==> src/rtl/instr_entry.sv <==
// instr_entry -- front-end instruction entry unit for the bit-serial CPU.
//
// A raw push-button is synchronized and debounced; each debounced rising
// edge captures the switch bank into a staging byte. Two captures (high
// byte, then low byte) form a 16-bit instruction that is issued to the core
// as registered opcode/instr with a one-cycle inst_done pulse.
//
// Ports:
//   clk        in   1   sole clock
//   rst        in   1   synchronous, active-high reset
//   sw         in   8   switch bank, sampled only on capture cycles
//   btn        in   1   raw, bouncing, asynchronous push-button
//   opcode     out  4   issued instruction bits [15:12]
//   instr      out  12  issued instruction bits [11:0]
//   inst_done  out  1   one-cycle pulse: new opcode/instr are valid
//   btn_edge   out  1   one-cycle pulse per debounced rising edge of btn
//   phase      out  2   entry state (0 WAIT_HI, 1 WAIT_LO, 2 ISSUE)
//
// Handshake: inst_done is a valid-only strobe with no ready; the core must
// accept opcode/instr in the cycle inst_done is high. The values then hold
// until the next issue, so a late reader still sees the last instruction.
module instr_entry #(
  parameter int DEBOUNCE_CYCLES = 16,
  parameter int SYNC_STAGES     = 2
) (
  input  logic        clk,
  input  logic        rst,
  input  logic [7:0]  sw,
  input  logic        btn,
  output logic [3:0]  opcode,
  output logic [11:0] instr,
  output logic        inst_done,
  output logic        btn_edge,
  output logic [1:0]  phase
);

  localparam int CW = (DEBOUNCE_CYCLES > 2) ? $clog2(DEBOUNCE_CYCLES) : 1;
  localparam logic [CW-1:0] CNT_MAX = CW'(DEBOUNCE_CYCLES - 1);

  typedef enum logic [1:0] {
    WAIT_HI = 2'd0,
    WAIT_LO = 2'd1,
    ISSUE   = 2'd2
  } state_e;

  // Synchronizer and debouncer
  logic [SYNC_STAGES-1:0] sync_q;
  logic                   btn_s;
  logic                   deb_q, deb_d;
  logic                   deb_dly_q;
  logic [CW-1:0]          cnt_q, cnt_d;

  // Entry FSM and staging / output registers
  state_e      state_q, state_d;
  logic [7:0]  hi_q, hi_d;
  logic [7:0]  lo_q, lo_d;
  logic [15:0] out_q, out_d;
  logic        done_q, done_d;

  assign btn_s = sync_q[SYNC_STAGES-1];

  // Debounce: any sample agreeing with the current level restarts the count,
  // so only an unbroken run of DEBOUNCE_CYCLES disagreeing samples flips deb.
  always_comb begin
    deb_d = deb_q;
    cnt_d = cnt_q;
    if (btn_s == deb_q) begin
      cnt_d = '0;
    end else if (cnt_q == CNT_MAX) begin
      deb_d = btn_s;
      cnt_d = '0;
    end else begin
      cnt_d = cnt_q + 1'b1;
    end
  end

  assign btn_edge = deb_q & ~deb_dly_q;

  // Next-state and register loads. The output word is loaded from hi and the
  // live switch value on the same edge that captures lo, so the new
  // instruction is visible during the ISSUE cycle itself.
  always_comb begin
    state_d = state_q;
    hi_d    = hi_q;
    lo_d    = lo_q;
    out_d   = out_q;
    done_d  = 1'b0;
    case (state_q)
      WAIT_HI: begin
        if (btn_edge) begin
          hi_d    = sw;
          state_d = WAIT_LO;
        end
      end
      WAIT_LO: begin
        if (btn_edge) begin
          lo_d    = sw;
          out_d   = {hi_q, sw};
          done_d  = 1'b1;
          state_d = ISSUE;
        end
      end
      ISSUE: begin
        // A debounced edge needs at least two cycles, so none can land here.
        state_d = WAIT_HI;
      end
      default: begin
        state_d = WAIT_HI;
      end
    endcase
  end

  always_ff @(posedge clk) begin
    if (rst) begin
      sync_q    <= '0;
      deb_q     <= 1'b0;
      deb_dly_q <= 1'b0;
      cnt_q     <= '0;
      state_q   <= WAIT_HI;
      hi_q      <= '0;
      lo_q      <= '0;
      out_q     <= '0;
      done_q    <= 1'b0;
    end else begin
      sync_q    <= {sync_q[SYNC_STAGES-2:0], btn};
      deb_q     <= deb_d;
      deb_dly_q <= deb_q;
      cnt_q     <= cnt_d;
      state_q   <= state_d;
      hi_q      <= hi_d;
      lo_q      <= lo_d;
      out_q     <= out_d;
      done_q    <= done_d;
    end
  end

  assign opcode    = out_q[15:12];
  assign instr     = out_q[11:0];
  assign inst_done = done_q;
  assign phase     = state_q;

endmodule

==> config.mk <==
export PLATFORM = sky130hd
export DESIGN_NAME = instr_entry
export DESIGN_NICKNAME = d
export VERILOG_FILES = /design/src/rtl/instr_entry.sv
export SDC_FILE = /design/constraint.sdc
export NUM_CORES = 1
export LEC_CHECK = 0
export BUFFER_PORTS_ARGS = -buffer_cell sky130_fd_sc_hd__buf_2
export CAP_MARGIN = 10
export CORE_UTILIZATION = 54
export DETAILED_ROUTE_END_ITERATION = 12
export MAX_ROUTING_LAYER = met4
export PLACE_DENSITY_LB_ADDON = 0.12
export SLEW_MARGIN = 20
export SYNTH_ARGS = -nofsm -noshare
export SYNTH_HDL_FRONTEND = slang
export SYNTH_SLANG_ARGS = --single-unit
==> constraint.sdc <==
create_clock -name clk -period 1.92 [get_ports clk]
set_input_delay 0.096 -clock clk [delete_from_list [all_inputs] [get_ports clk]]
set_output_delay 0.096 -clock clk [all_outputs]
set_load 0.005 [all_outputs]
==> results of run 1 <==
## state kept, by name, summed over array words and instances (netlist names)
register   cells
cnt_q          4
deb_dly_q      1
deb_q          1
hi_q           8
inst_done      1
out_q         16
phase          2
sync_q         2
## critical path: cells and delay by family (launching register included)
family / cells / cell delay (ns)
simple gates: 2 / 0.70
flops: 1 / 0.48
compound gates: 1 / 0.15
## worst paths after layout
kind | cells after the start | startpoint | slack [ns] | to
max reg2reg | 3 | phase[0] | 0.53 | out_q[1]
min | 3 | sw[3] | 0.02 | hi_q[3]
max | 3 | phase[0] | 0.53 | out_q[1]
min reg2reg | 1 | sync_q[0] | 0.44 | sync_q[1]
## repair_timing
action	in CTS	in global routing
setup buffers	0	0
hold endpoints to repair	5	0
hold buffers	4	0
## metal layers
| layer | vias to the layer above | routed length (um) | part of all wire [%] | GRT usage [%] |
|---|---|---|---|---|
| met1 | 444 | 1158 | 50 | 25.05 |
| met3 | 2 | 128 | 5.5 | 8.333 |
| met2 | 29 | 1031 | 44 | 33.56 |
| met4 | 0 | 17 | 0.73 | 10.00 |
| li1 | 525 | - | - | - |
| met5 | - | 0 | 0 | - |
## cell usage after synthesis
library cell,n,area [um^2]
nor2b_1,3,18.77
inv_1,1,3.750
buf_2,3,15.01
and3b_1,1,8.760
dfxtp_1,35,700.7
xor2_1,3,26.28
and4bb_1,1,12.51
nor3_1,1,5.000
or4b_1,1,10.01
ha_1,1,12.51
nand3_1,2,10.01
a21oi_1,24,120.1
buf_4,1,7.510
nand3b_1,1,7.510
nand4bb_1,1,11.26
nor2_1,6,22.52
mux2i_1,1,10.01
nand2_1,48,180.2
clkbuf_1,3,11.26
nor2b_2,1,8.760
buf_6,1,11.26
xnor2_1,1,8.760
nor4b_4,1,23.77
## logic make-up after synthesis
kind of cell	share of synthesized area, %
compound gates	9.639
buf+inv	3.915
flops	56.22
xor+xnor	2.812
mux	0.8032
simple gates	25.60
fa+ha+maj	1.004
## stage by stage
step / total power, W / instances / setup slack [ns] / utilization [%]
after floorplan: 0.0007574 / 141 / 0.6613 / -
after global placement: 0.0007725 / 192 / 0.5624 / 63.62
after detailed placement: 0.0007729 / 192 / 0.5202 / 63.62
after CTS: 0.001316 / 204 / 0.5082 / 69.39
after global routing: 0.001346 / 204 / 0.3580 / 69.39
final: 0.001303 / 204 / 0.5311 / 69.39
## area by class of cell
type / instances / area (um^2) / area share (%)
repair buffers: 35 / 197.7 / 13.00
multi-input cells: 97 / 496.7 / 32.67
flip-flops and latches: 35 / 700.7 / 46.09
inverters: 1 / 3.754 / 0.2469
well taps: 28 / 35.03 / 2.305
clock inverters: 2 / 35.03 / 2.305
clock buffers: 6 / 51.30 / 3.374
## power breakdown
group / internal (W) / switching (W)
Combinational: 0.0000154 / 0.0000181
Sequential: 0.000728 / 0.00000119
Clock: 0.000308 / 0.000232
==> flow_metrics.tcl, run 1 <==
set metrics [dict create \
    ys_types 23 \
    synth_fp_nets 153 \
    vdd_drop_max_v 0.0007552 \
    ant_nets 0 \
    required_ns 2.19 \
    wl_per_cell_um 11.46 \
    rsz0062_at_grt "false" \
    grt_max_degree 34 \
    antenna_cells 0 \
    fp.dieArea_um2 2504 \
    initial_utilization_pct 56.88 \
    outcome "finished, final reports clean" \
    floorplan.io_pins 31 \
    layout_commonest_cell "nand2_1" \
    leakagePower_nw 0.6367 \
    final_cell_mix "nand2_1, dfxtp_1, buf_2, a21oi_1, nor2_1" \
    antenna_found_initial 0 \
    clkTransAtPathRegs_ns 0.11 \
    gp_congestion 0.7490 \
    hpwl_um 1566 \
    finalNetCount 187 \
    grt_pass1_wl_um 3857 \
    fp.dieW_um 50.04 \
    areaGrowthSynthToFinish_pct 21.99 \
    hold_path_class "input port to register" \
    port_buffers 30 \
    whs_ns 0.01581 \
    tightest_slew_ns 0.5652 \
    finalMaxSlewViolations 0 \
    drive_gt1_share_pct 23.30 \
    netlist_area_um2 1246 \
    yosysWarnings 0 \
    endpoint_kind "register" \
    ctsResizeCount 0 \
    slowest_delay_ns 0.58 \
    num_rows 17 \
    routed_wl_um 2337 \
    nFillCells 193 \
    syn_inst 141 \
    cap_violations 0 \
    fp.coreArea_um2 2191 \
    overflow 0 \
    dr_total_vias 1000 \
    power.density_nw_per_um2 857.0 \
    viasPerCell 4.902 \
    cts_buffer_depth 2 \
    fin_area_um2 1520 \
    clkLatencyLatePin_ns 0.33 \
    grt.total_usage_pct 21.89 \
    drt_iter0_drc 24 \
    cts_sinks 35 \
    setup_tns_ns 0 \
    worst_setup_path_start_kind "register" \
    drcViolationCount 0 \
    maxSlewHeadroom_pct 62.32 \
    placed_cell_area_um2 1394 \
    setup_violations 0 \
    ctsRootBufferMaster "clkbuf_4" \
    path_max_fanout 16 \
    finalHoldViolCount 0 \
    crit_chain "and4bb_1 -> nand2_1 -> a21oi_1" \
    fin_skew_ns 0.01213 \
    fmax_mhz 720.0 \
    grt_pass1_vias 868 \
    yosysSeqAreaShare_pct 56.22 \
    fin_crit_ns 1.389 \
    path_class "register to register" \
    cts-htree-levels 2 \
    cts_tree "done" \
    numCtsBuffers 5 \
    ys_ff_latch 35 \
    cp.arrival_ns 1.66 \
    dr.pass1.iters 4 \
    die_h_um 50.04 \
    min_period_over_period_pct 72.34 \
    critical-path-slowest-cell "and4bb_1" \
    avgSynthCellArea_um2 8.838 \
]
No activity file was read; power rests on OpenSTA's default activity.
==> inputs of run 2 (changes only) <==
- ABC_AREA: default -> 1
- CORE_UTILIZATION: 54 -> 48
- clock period: 1.92 -> 1.1 ns (I/O delays scaled with it)
==> run 2 against run 1 <==
Effect of this change: cell area up 29%; non-clock buffer count up 11; largest cell class unchanged; sequential cell count unchanged; die area up 36%; clock skew down 0.0075 ns.
==> flow_metrics.tcl, run 2 <==
set metrics [dict create \
    nFillCells 264 \
    ys_types 21 \
    async_flop_share_pct 0 \
    fp.dieArea_um2 3415 \
    critical-path-slowest-cell "dlygate4sd3_1" \
    critPathBufInv 4 \
    dp_cells 272 \
    place_ws_ns -0.01538 \
    grt_pass1_vias 1227 \
    rsz0062_at_grt "true" \
    cts_sinks 35 \
    synth_edf_count 0 \
    floorplan.io_pins 31 \
    yosys.area_share.simple_pct 41.65 \
    synth_top_family_by_area "simple AND/OR/NAND/NOR gates" \
    crit_top_cell "dlygate4sd3_1" \
    ys_ff_latch 35 \
    yosysMostFrequentCell "nor2_1" \
    overflow 0 \
    cp.arrival_ns 1.32 \
    setup_slack_ns 0.01277 \
    grtUsageMet3_pct 6.154 \
    crit_chain "dlygate4sd3_1 -> buf_2 -> inv_1 -> nor2_1 -> dlygate4sd3_1" \
    areaGrowthSynthToFinish_pct 28.23 \
    top_register "out_q" \
    synth_compound_area_share_pct 0.5728 \
    largest_reg_flops 16 \
    fmax_mhz 919.8 \
    clkLatencyLatePin_ns 0.33 \
    drcViolationCount 0 \
    viasPerCell 4.579 \
    initial_utilization_pct 50.50 \
    critical-path-top-delay-family "buffers and inverters" \
    grt_pass1_wl_um 5244 \
    netlist_area_um2 1529 \
    grt.total_usage_pct 21.32 \
    num_rows 20 \
    min_period_over_period_pct 98.84 \
    avgSynthCellArea_um2 7.722 \
    die_h_um 58.44 \
    dr_total_vias 1328 \
    met2_usage_pct 36.29 \
    hpwl_um 2034 \
    finalHoldViolCount 0 \
    synthAdderAreaFrac_pct 0.8183 \
    yosysSeqAreaShare_pct 45.83 \
    path_class "input port to register" \
    wl_per_cell_um 10.78 \
    endpoint_kind "register" \
    final_cell_mix "nor2_1, nand2_1, dfxtp_1, buf_2, nand3_1" \
    synth_fp_nets 210 \
    synth_xor_area_share_pct 0.5728 \
    routed_wl_um 3126 \
    synthMuxAreaShare_pct 0 \
    ctsRootBufferMaster "clkbuf_4" \
    setup_violations 0 \
    required_ns 1.33 \
    antenna_found_initial 0 \
    power.density_nw_per_um2 1038 \
    dr.pass1.iters 4 \
    fin_skew_ns 0.004662 \
    layout_commonest_cell "nor2_1" \
    fp.coreArea_um2 3028 \
    synth_top_area_share_pct 45.83 \
    grt_max_degree 25 \
    fin_crit_ns 1.087 \
    hold_path_class "input port to register" \
    cts_tree "done" \
    use_met1_pct 23.17 \
    path_max_fanout 1 \
    tightest_slew_ns 0.2263 \
    fp.dieW_um 58.44 \
    busiest_layer "met2" \
    clkTransAtPathRegs_ns 0.10 \
    finalNetCount 257 \
    finalMaxSlewViolations 0 \
    yosysWarnings 0 \
    cts_buffer_depth 2 \
    largestRegisters "out_q x16, hi_q x8, cnt_q x4" \
    utilization_pct 64.75 \
    ant_nets 0 \
    maxSlewHeadroom_pct 84.87 \
    synth_common_cells "nor2_1, dfxtp_1, nand2_1" \
    worst_setup_path_start_kind "input port" \
    drive_gt1_share_pct 36.18 \
    whs_ns 0.04950 \
    cap_violations 0 \
    syn_inst 198 \
    slowest_delay_ns 0.54 \
    leakagePower_nw 0.9066 \
    synth.largest_area_cell "dfxtp_1" \
    port_buffers 30 \
    fin_cells 290 \
    synthTopCellsByArea "dfxtp_1, nor2_1, nand3_1" \
    outcome "finished, final reports clean" \
    drt_iter0_drc 45 \
    antenna_cells 0 \
    gp_congestion 0.8232 \
    cts-htree-levels 2 \
    synth_ff_type "dfxtp_1" \
    vdd_drop_max_v 0.0006240 \
    numCtsBuffers 5 \
]
run 2: cell types whose count changed after synthesis, sizes merged, moves of 4 or more:
cell	delta
nand2	-14
nor2b	-4
nor2	+58
nand3	+25
inv	+25
a21oi	-23
run 2: final timing paths:
check / cells past startpoint / slack, ns / to / start
setup / recovery: 5 / 0.01 / sync_q[0] / btn
hold / removal: 5 / 0.05 / hi_q[0] / sw[0]
setup reg to reg: 7 / 0.06 / out_q[7] / deb_q
hold reg to reg: 2 / 0.42 / sync_q[1] / sync_q[0]
run 2: worst reg2reg max path, delay by kind of cell, from the launching register on:
kind / cells / cell delay [ns]
buffers and inverters: 3 / 0.28
flip-flops: 1 / 0.38
AND/OR/NAND/NOR: 4 / 0.29
run 2: layer usage:
metal	wire, um	vias to the layer above
met3	113	4
met4	36	0
met2	1531	26
li1	-	695
met1	1445	603
met5	0	-
run 2: metrics by stage:
step	cell area [um^2]	power (W)	TNS [ns]
2_1_floorplan	1529	0.001352	0
3_3_place_gp	1753	0.001389	0
3_5_place_dp	1753	0.001391	-0.02745
4_1_cts	1919	0.002065	-0.02346
5_1_grt	1961	0.002117	-0.1203
6_report	1961	0.002036	0
run 2: kinds of logic (layout without fill, tap and decap cells):
kind of cell	after synthesis	count (layout)
simple gates	128	128
flops	35	35
buf+inv	32	80
fa+ha+maj	1	1
compound gates	1	1
xor+xnor	1	1
run 2: final cells by class:
class / instances / area (um^2) / area share (%)
tap: 44 / 55.05 / 2.808
sequential: 35 / 711.9 / 36.31
timing repair buffer: 46 / 352.8 / 18.00
clock buffer: 7 / 45.04 / 2.297
multi-input combinational: 131 / 688.2 / 35.10
clock inverter: 1 / 5.005 / 0.2553
inverter: 26 / 102.6 / 5.233
run 2: power by group:
group,internal [W],switching (W)
combinational,0.0000452,0.0000548
sequential,0.00127,0.00000272
clock,0.000249,0.000418
run 2: repair_timing:
action / 4_1_cts / 5_1_grt
resized for setup: 5 / 11
endpoints found under the hold margin: 6 / 0
endpoints found under the setup margin: 13 / 31
setup buffers: 5 / 1
pin swaps: 2 / 2
hold buffers: 4 / 0
==> inputs of run 3 (changes only) <==
- ABC_AREA: 1 -> default
- CORE_UTILIZATION: 48 -> 46
==> run 3 against run 2 <==
Effect of this change: the flow now finishes with violations (setup timing); total power is 5.0% higher; global-route usage is 0.51 points higher; sequential power hardly changed; maximum frequency is 11% lower; sequential share of layout area is 3.7 points higher.
==> flow_metrics.tcl, run 3 (synthesized netlist as in run 1, its figures left out) <==
set metrics [dict create \
    leakagePower_nw 0.7227 \
    fin_total_pwr_w 0.002137 \
    port_buffers 30 \
    hold_path_class "input port to register" \
    wl_per_cell_um 12.19 \
    startpoint "deb_dly_q" \
    fp.dieArea_um2 2921 \
    finalMaxSlewViolations 0 \
    ctsRootBufferMaster "clkbuf_4" \
    fin_skew_ns 0.003877 \
    rsz0062_at_grt "true" \
    clkLatencyLatePin_ns 0.33 \
    cts-htree-levels 2 \
    crit_chain "or4b_4 -> nand2_2 -> a21oi_2" \
    top_register "out_q" \
    largestRegisters "out_q x16, hi_q x8, cnt_q x4" \
    clkTransAtPathRegs_ns 0.10 \
    ant_nets 0 \
    gp_congestion 0.7750 \
    layout_commonest_cell "nand2_1" \
    die_h_um 54.05 \
    endpoint_kind "register" \
    setup_slack_ns -0.1188 \
    grt.total_usage_pct 21.83 \
    maxSlewHeadroom_pct 78.65 \
    place_ws_ns -0.1896 \
    fin_crit_ns 1.219 \
    min_period_over_period_pct 110.8 \
    cts_buffer_depth 2 \
    finalNetCount 203 \
    initial_utilization_pct 49.40 \
    antenna_cells 0 \
    vdd_drop_max_v 0.001090 \
    whs_ns 0.09019 \
    setup_violations 25 \
    path_class "register to register" \
    fp.dieW_um 54.05 \
    routed_wl_um 2707 \
    critical-path-slowest-cell "or4b_4" \
    violations "setup timing" \
    cap_violations 0 \
    overflow 0 \
    num_rows 18 \
    tightest_slew_ns 0.3203 \
    r2r_start "deb_dly_q" \
    critPathBufInv 0 \
    slowest_delay_ns 0.61 \
    required_ns 1.32 \
    cts_sinks 35 \
    dr_total_vias 1067 \
    grt_max_degree 19 \
    drive_gt1_share_pct 36.98 \
    hpwl_um 1695 \
    grt_pass1_vias 931 \
    nFillCells 203 \
    critical-path-top-delay-family "simple AND/OR/NAND/NOR gates" \
    outcome "complete, but fails checks" \
    fp.coreArea_um2 2522 \
    dr.pass1.iters 4 \
    finalHoldViolCount 0 \
    largest_reg_flops 16 \
    final_cell_mix "nand2_1, dfxtp_1, buf_2, a21oi_1, dlygate4sd3_1" \
    min_from "rst" \
    drcViolationCount 0 \
    cp.arrival_ns 1.44 \
    grt_pass1_wl_um 4236 \
    areaGrowthSynthToFinish_pct 41.67 \
    viasPerCell 4.806 \
    numCtsBuffers 5 \
    antenna_found_initial 0 \
    fmax_mhz 820.5 \
    drt_iter0_drc 19 \
    worst_setup_path_start_kind "register" \
    cts_tree "done" \
    path_max_fanout 8 \
    power.density_nw_per_um2 1211 \
    floorplan.io_pins 31 \
]
==> run 3: final cells by class <==
type                    count  area (um^2)  share of cell area (%)
flip-flops and latches     35        705.7                   39.97
repair buffers             51        372.9                   21.12
inverters                   1        3.754                  0.2126
multi-input cells          97        576.8                   32.67
well taps                  30        37.54                   2.126
clock buffers               8        68.82                   3.898
==> run 3: path summary, 6_finish.rpt <==
| kind | cells past startpoint | to | slack [ns] |
|---|---|---|---|
| worst min register to register | 1 | cnt_q[0] | 0.45 |
| worst max-delay path | 3 | hi_q[0] | -0.12 |
| worst max register to register | 3 | hi_q[0] | -0.12 |
| worst min-delay path | 2 | deb_q | 0.09 |
==> run 3: per-layer routing <==
layer / up-vias / track usage (%) / share of wire, %
li1: 554 / - / -
met2: 28 / 31.07 / 45
met1: 483 / 27.41 / 49
met5: - / - / 0
met4: 0 / 12.82 / 0.70
met3: 2 / 5.932 / 5.2
==> run 3: stage by stage <==
step | instances | area [um^2] | TNS [ns] | util, %
final | 222 | 1765 | -2.031 | 69.99
after CTS | 222 | 1683 | -1.653 | 66.72
after detailed placement | 203 | 1480 | -2.537 | 58.68
after global placement | 203 | 1480 | -1.916 | 58.68
after global routing | 222 | 1765 | -3.172 | 69.99
after floorplan | 141 | 1252 | -1.112 | -
==> run 3: power breakdown <==
| group | internal [W] | total (W) | leakage [nW] | switching (W) |
|---|---|---|---|---|
| clock | 0.000376 | 0.000783 | 0.0386 | 0.000406 |
| combinational | 0.0000436 | 0.0000814 | 0.400 | 0.0000378 |
| sequential | 0.00127 | 0.00127 | 0.284 | 0.00000290 |
==> run 3: timing repair <==
item                                    in CTS  in global routing
hold endpoints to repair                    17                  0
buffers inserted                             2                  0
endpoints found under the setup margin      25                 31
hold buffers                                 9                  0
pin swaps                                   19                  6
resized for setup                            8                 19
